**config.mk**
```make
export PLATFORM = sky130hd
export DESIGN_NAME = multicycle_control_fsm
export DESIGN_NICKNAME = d
export VERILOG_FILES = /design/src/rtl/multicycle_control_fsm.sv
export SDC_FILE = /design/constraint.sdc
export NUM_CORES = 1
export LEC_CHECK = 0
export CORE_MARGIN = 3
export CORE_UTILIZATION = 47
export CTS_BUF_LIST = sky130_fd_sc_hd__clkbuf_8
export DETAILED_ROUTE_END_ITERATION = 16
export PLACE_DENSITY = 0.82
export SYNTH_ARGS = -nofsm -noshare
export SYNTH_HDL_FRONTEND = slang
export SYNTH_SLANG_ARGS = --single-unit
```
**constraint.sdc**
```tcl
create_clock -name clk -period 2.2 [get_ports clk]
set_clock_uncertainty 0.1 [all_clocks]
set_input_delay 0.44 -clock clk [delete_from_list [all_inputs] [get_ports clk]]
set_output_delay 0.44 -clock clk [all_outputs]
set_load 0.03 [all_outputs]
```
**src/rtl/multicycle_control_fsm.sv**
```systemverilog
// Multi-cycle control sequencer for a reduced RV32 datapath (R, I-ALU, LW, SW, JAL, B-type).
// Optional feature macro: PERF_COUNTERS_EN adds cycle_count / instret_count outputs.
module multicycle_control_fsm #(
  parameter int unsigned MEM_WAIT_MAX = 32'd15
`ifdef PERF_COUNTERS_EN
  ,
  parameter int unsigned COUNT_W = 32'd32
`endif
) (
  input  logic       clk,
  input  logic       reset,
  input  logic [6:0] OPcode,
  input  logic [2:0] func3,
  input  logic       Flag,
  input  logic       imem_valid,
  input  logic       dmem_ready,
  output logic       imem_req,
  output logic       pc_en,
  output logic       sel_bit,
  output logic       reg_write_en,
  output logic       mux1_load_bit,
  output logic       mem_write_en,
  output logic       mem_read,
  output logic [1:0] sel_bit_PC,
  output logic       write_mux_sel,
  output logic       halted,
  output logic       illegal_instr,
  output logic       bus_error
`ifdef PERF_COUNTERS_EN
  ,
  output logic [COUNT_W-1:0] cycle_count,
  output logic [COUNT_W-1:0] instret_count
`endif
);

  typedef enum logic [2:0] {
    S_FETCH  = 3'd0,
    S_DECODE = 3'd1,
    S_EXEC   = 3'd2,
    S_MEM    = 3'd3,
    S_WB     = 3'd4,
    S_HALT   = 3'd5
  } state_e;

  typedef enum logic [2:0] {
    OP_ILL = 3'd0,
    OP_R   = 3'd1,
    OP_I   = 3'd2,
    OP_LW  = 3'd3,
    OP_SW  = 3'd4,
    OP_JAL = 3'd5,
    OP_BR  = 3'd6
  } op_e;

  localparam logic [7:0] WAIT_MAX  = 8'(MEM_WAIT_MAX);
  localparam logic [7:0] WAIT_LAST = 8'(MEM_WAIT_MAX - 32'd1);

  function automatic op_e decode_op(input logic [6:0] opc);
    op_e op;
    case (opc)
      7'b0110011: op = OP_R;
      7'b0010011: op = OP_I;
      7'b0000011: op = OP_LW;
      7'b0100011: op = OP_SW;
      7'b1101111: op = OP_JAL;
      7'b1100011: op = OP_BR;
      default:    op = OP_ILL;
    endcase
    return op;
  endfunction

  function automatic logic br_legal(input logic [2:0] f3);
    logic ok;
    case (f3)
      3'b000, 3'b001, 3'b100, 3'b101: ok = 1'b1;
      default:                        ok = 1'b0;
    endcase
    return ok;
  endfunction

  function automatic logic br_taken(input logic [2:0] f3, input logic flag);
    logic tk;
    case (f3)
      3'b000:  tk = flag;
      3'b001:  tk = ~flag;
      3'b100:  tk = flag;
      3'b101:  tk = ~flag;
      default: tk = 1'b0;
    endcase
    return tk;
  endfunction

  state_e     state_q, state_d;
  op_e        op_q, op_d, dec_op_s, op_cur_s;
  logic [2:0] f3_q, f3_d;
  logic [7:0] wait_q, wait_d;
  logic       illegal_q, illegal_d;
  logic       bus_err_q, bus_err_d;
  logic       wait_exp_s;

  logic       imem_req_s, pc_en_s, rwe_s, mwe_s, mrd_s;
  logic       sel_bit_s, wms_s, m1_s;
  logic [1:0] sel_pc_s;

  assign dec_op_s   = decode_op(OPcode);
  assign wait_exp_s = (wait_q >= WAIT_LAST);

  // Next-state, latched control word, wait counter and sticky fault flags
  always_comb begin
    state_d   = state_q;
    op_d      = op_q;
    f3_d      = f3_q;
    illegal_d = illegal_q;
    bus_err_d = bus_err_q;
    case (state_q)
      S_FETCH: begin
        if (imem_valid) begin
          state_d = S_DECODE;
        end else if (wait_exp_s) begin
          state_d   = S_HALT;
          bus_err_d = 1'b1;
        end else begin
          state_d = S_FETCH;
        end
      end
      S_DECODE: begin
        op_d = dec_op_s;
        f3_d = func3;
        if (dec_op_s == OP_ILL) begin
          state_d   = S_HALT;
          illegal_d = 1'b1;
        end else begin
          state_d = S_EXEC;
        end
      end
      S_EXEC: begin
        case (op_q)
          OP_R, OP_I, OP_JAL: state_d = S_WB;
          OP_LW, OP_SW:       state_d = S_MEM;
          OP_BR: begin
            if (br_legal(f3_q)) begin
              state_d = S_FETCH;
            end else begin
              state_d   = S_HALT;
              illegal_d = 1'b1;
            end
          end
          default: begin
            state_d   = S_HALT;
            illegal_d = 1'b1;
          end
        endcase
      end
      S_MEM: begin
        if (dmem_ready) begin
          state_d = (op_q == OP_LW) ? S_WB : S_FETCH;
        end else if (wait_exp_s) begin
          state_d   = S_HALT;
          bus_err_d = 1'b1;
        end else begin
          state_d = S_MEM;
        end
      end
      S_WB:    state_d = S_FETCH;
      S_HALT:  state_d = S_HALT;
      default: state_d = S_HALT;
    endcase

    // Counter restarts on any state change and saturates while waiting
    if (state_d != state_q) begin
      wait_d = 8'd0;
    end else if (wait_q == WAIT_MAX) begin
      wait_d = wait_q;
    end else begin
      wait_d = wait_q + 8'd1;
    end
  end

  // Datapath control decode from current state and latched instruction class
  always_comb begin
    op_cur_s   = (state_q == S_DECODE) ? dec_op_s : op_q;
    imem_req_s = 1'b0;
    pc_en_s    = 1'b0;
    rwe_s      = 1'b0;
    mwe_s      = 1'b0;
    mrd_s      = 1'b0;
    sel_pc_s   = 2'd0;
    if (state_q inside {S_DECODE, S_EXEC, S_MEM, S_WB}) begin
      sel_bit_s = (op_cur_s inside {OP_I, OP_LW, OP_SW});
      wms_s     = (op_cur_s inside {OP_R, OP_I, OP_LW});
      m1_s      = (op_cur_s == OP_LW);
    end else begin
      sel_bit_s = 1'b0;
      wms_s     = 1'b0;
      m1_s      = 1'b0;
    end
    case (state_q)
      S_FETCH: imem_req_s = 1'b1;
      S_EXEC: begin
        if ((op_q == OP_BR) && br_legal(f3_q)) begin
          pc_en_s  = 1'b1;
          sel_pc_s = br_taken(f3_q, Flag) ? 2'd2 : 2'd0;
        end else begin
          pc_en_s  = 1'b0;
          sel_pc_s = 2'd0;
        end
      end
      S_MEM: begin
        mrd_s   = (op_q == OP_LW);
        mwe_s   = (op_q == OP_SW);
        pc_en_s = (op_q == OP_SW) && dmem_ready;
      end
      S_WB: begin
        rwe_s    = 1'b1;
        pc_en_s  = 1'b1;
        mrd_s    = (op_q == OP_LW);
        sel_pc_s = (op_q == OP_JAL) ? 2'd1 : 2'd0;
      end
      default: imem_req_s = 1'b0;
    endcase
  end

`ifdef PERF_COUNTERS_EN
  logic [COUNT_W-1:0] cycle_q, cycle_d, instret_q, instret_d;

  // Performance counter increments; both wrap naturally
  always_comb begin
    if (state_q == S_HALT) begin
      cycle_d = cycle_q;
    end else begin
      cycle_d = cycle_q + COUNT_W'(1);
    end
    if (pc_en_s) begin
      instret_d = instret_q + COUNT_W'(1);
    end else begin
      instret_d = instret_q;
    end
  end

  assign cycle_count   = cycle_q;
  assign instret_count = instret_q;
`endif

  // Sequencer state register with synchronous reset
  always_ff @(posedge clk) begin
    if (reset) begin
      state_q   <= S_FETCH;
      op_q      <= OP_ILL;
      f3_q      <= 3'd0;
      wait_q    <= 8'd0;
      illegal_q <= 1'b0;
      bus_err_q <= 1'b0;
`ifdef PERF_COUNTERS_EN
      cycle_q   <= '0;
      instret_q <= '0;
`endif
    end else begin
      state_q   <= state_d;
      op_q      <= op_d;
      f3_q      <= f3_d;
      wait_q    <= wait_d;
      illegal_q <= illegal_d;
      bus_err_q <= bus_err_d;
`ifdef PERF_COUNTERS_EN
      cycle_q   <= cycle_d;
      instret_q <= instret_d;
`endif
    end
  end

  // Write strobes are masked by reset so a mid-instruction reset cannot commit anything
  assign imem_req      = imem_req_s & ~reset;
  assign pc_en         = pc_en_s & ~reset;
  assign reg_write_en  = rwe_s & ~reset;
  assign mem_write_en  = mwe_s & ~reset;
  assign mem_read      = mrd_s;
  assign sel_bit       = sel_bit_s;
  assign write_mux_sel = wms_s;
  assign mux1_load_bit = m1_s;
  assign sel_bit_PC    = sel_pc_s;
  assign halted        = (state_q == S_HALT);
  assign illegal_instr = illegal_q;
  assign bus_error     = bus_err_q;

endmodule
```
==> run metrics <==
status=finished, violations left; violated checks=setup timing; Antenna Nets Post-Route=0; grt total ovfl=0; total power=842.8 uW; Port Buffers=26; Mapped Cells=163; final worst path period share=106.6%; Die H=57.49 microns; Hold Slack=391.7 ps; r2r worst-path depth=6; Initial DRC Count=71; CP Data Required Time=1660 ps; Avg Cell Area, Syn=7.645 sq um; Area growth, synth to finish=56.93%; Final Wtd Congestion=0.8737; Final Hold Viols=0; Final setup viols=4; share of cells above drive strength 1=39.73%; Relative slew margins=60.26%; kind of critical path=reg -> out; YS warnings=0; min-delay worst type=reg -> reg; CTS H-tree lvls=1; vias in the first global route=1462; # diodes=0; Finished Core Util=78.23%; GRT Resource Usage Total=23.66%; Mapped Area=1246 sq um; Slew @ Worst Pin=590.6 ps; syn nets=180; final number of max-transition violations=0; final wirelength=3912 microns; Main synth FF type=dfxtp_1; crit-path max FO=5; Worst Setup Start Kind=flop; CP Capture Type=primary output; core area=2500 sq um; Max-cap violations=0; pwr dens=430.9 nW/um^2; Final min period=2346 ps; final non-filler cell area=1956 sq um; Multi-input gate area=939.7 sq um; root buffer cell=clkbuf_8; CTS tree=yes; Initial Util=49.85%; Reg clk slew, reported paths=70 ps; CTS Hold Buffers Added=0; Synth cell types=47; Leakage=0.0007782 uW; unrepaired setup endpoints after global routing=yes; DR pass1 iterations=4; post-DR vias/cell=5.748; WHS Path Cells=2; worst skew pair latency=250 ps; Vias=1460; initial antenna violation count=0; Die Footprint=3305 sq um; fraction of registers with async set/reset=0%; Remaining DRCs=0; worst endpoint data arrival time=1810 ps; I/O pins=28; largest net degree at the start of global routing=15; Peak supply drop=0.0003572 V; placed instance area=1732 sq um; Final WS setup=-145.6 ps; FF-to-FF setup slack=10 ps; Filler Cells Inserted=161; total CTS buffers=3; DR WL/cell=15.40 microns; Seq/Total Area, Yosys=28.92%; EDFF count, synth=0; Longest Clk Path Bufs=2; #FFs+latches synth=18; Detailed Place HPWL=2638 microns; row count=18; chip width=57.49 microns; register area=365.4 sq um; first-pass GRT wire length=6223 microns; Final nets=242; Fmax=426.3 MHz; clk sinks=18
## path summary, 6_finish.rpt
| check | to | from |
|---|---|---|
| worst min register to register | bus_error | bus_error |
| worst max-delay path | sel_bit | state_q[2] |
| worst min-delay path | bus_error | bus_error |
| worst max register to register | wait_q[3] | wait_q[7] |
## cells by family (layout without fill, tap and decap cells)
logic type	count (synthesis)	in the layout	synth area share, %
xor+xnor	9	9	6.326
flops	18	18	28.92
buf+inv	10	71	4.416
fa+ha+maj	2	2	2.008
compound gates	39	39	20.68
simple gates	85	85	37.65
## state kept, by name (all words and copies together) (netlist names)
| register | flops |
|---|---|
| op_q | 3 |
| bus_error | 1 |
| illegal_instr | 1 |
| f3_q | 2 |
| state_q | 3 |
| wait_q | 8 |
## stage by stage
step / std cells / setup slack [ps] / TNS [ps]
after global placement: 244 / -393.8 / -4501
final: 254 / -145.6 / -398.1
after floorplan: 163 / 3.760 / 0
after CTS: 254 / -80.70 / -372.1
after global routing: 254 / -240.4 / -908.6
after detailed placement: 244 / -422.8 / -4803
## worst max-delay path, cell delays in order, from the launching register on
cell and delay (ps):
dfxtp_2 330, and2b_2 250, nand2_4 90, buf_6 140, a22oi_2 210, buf_4 150
nand3b_1 90, a21boi_2 160, buf_6 140
## layout make-up
type	instances	area share [%]
Multi-Input combinational cell	135	48.05
Timing Repair Buffer	64	27.90
Sequential cell	18	18.68
Clock buffer	4	2.815
Tap cell	30	1.919
Inverter	3	0.6398
## metal layers
layer | wire, microns | part of all wire, % | track usage, % | up-vias
met5 | 0 | 0 | 0 | -
met2 | 2081 | 53 | 43.55 | 60
li1 | - | - | - | 710
met3 | 191 | 4.9 | 2.715 | 8
met4 | 101 | 2.6 | 10.93 | 0
met1 | 1537 | 39 | 26.80 | 682
## synthesized netlist by cell type (2+ instances only)
| cell type | instances | area, sq um |
|---|---|---|
| nand4b_1 | 2 | 17.52 |
| clkbuf_1 | 3 | 11.26 |
| a21oi_1 | 13 | 65.06 |
| nor4_1 | 4 | 25.02 |
| xnor2_1 | 6 | 52.55 |
| nor2_2 | 7 | 43.79 |
| o31ai_1 | 2 | 15.01 |
| nand2_1 | 15 | 56.30 |
| nor2_1 | 18 | 67.56 |
| a31oi_1 | 4 | 25.02 |
| a22oi_1 | 3 | 22.52 |
| nand4_1 | 2 | 12.51 |
| nor3_1 | 6 | 30.03 |
| o22ai_1 | 2 | 12.51 |
| ha_1 | 2 | 25.02 |
| nand3b_1 | 4 | 30.03 |
| nor3b_1 | 2 | 15.01 |
| nand2b_1 | 3 | 18.77 |
| or3_1 | 3 | 18.77 |
| dfxtp_1 | 18 | 360.4 |
| xor2_1 | 3 | 26.28 |
| o21ai_0 | 6 | 30.03 |
| buf_6 | 2 | 22.52 |
| and3_1 | 4 | 25.02 |
| nand3_1 | 5 | 25.02 |
| nor2b_1 | 3 | 18.77 |
## power by group
| part | internal [uW] | leakage (uW) | switching [uW] |
|---|---|---|---|
| clock | 159 | 0.0000288 | 114 |
| combinational | 101 | 0.000602 | 121 |
| sequential | 338 | 0.000148 | 9.21 |
## timing repair
action,4_1_cts,5_1_grt
setup endpoints to repair,13,15
resized for setup,39,14
buffers inserted,7,1
gates cloned,0,0
endpoints found under the hold margin,0,0
pin swaps,19,7
## cells in the final DEF, fill, tap and decap left out, types with 4 or more instances in the layout
cell             synthesis  routed
buf_4                    0      41
o21ai_0                  6       5
nand3_1                  5       4
xnor2_1                  6       6
nand2_1                 15      14
dfxtp_1                 18      14
buf_6                    2       6
dfxtp_2                  0       4
a21oi_1                 13      12
clkdlybuf4s50_1          0       7
clkdlybuf4s15_2          0       4
nand3b_1                 4       4
and3_1                   4       4
clkbuf_8                 0       4
nor2_1                  18      18
nor2_2                   7       6
Note: power is estimated with default switching activity, not from simulation.
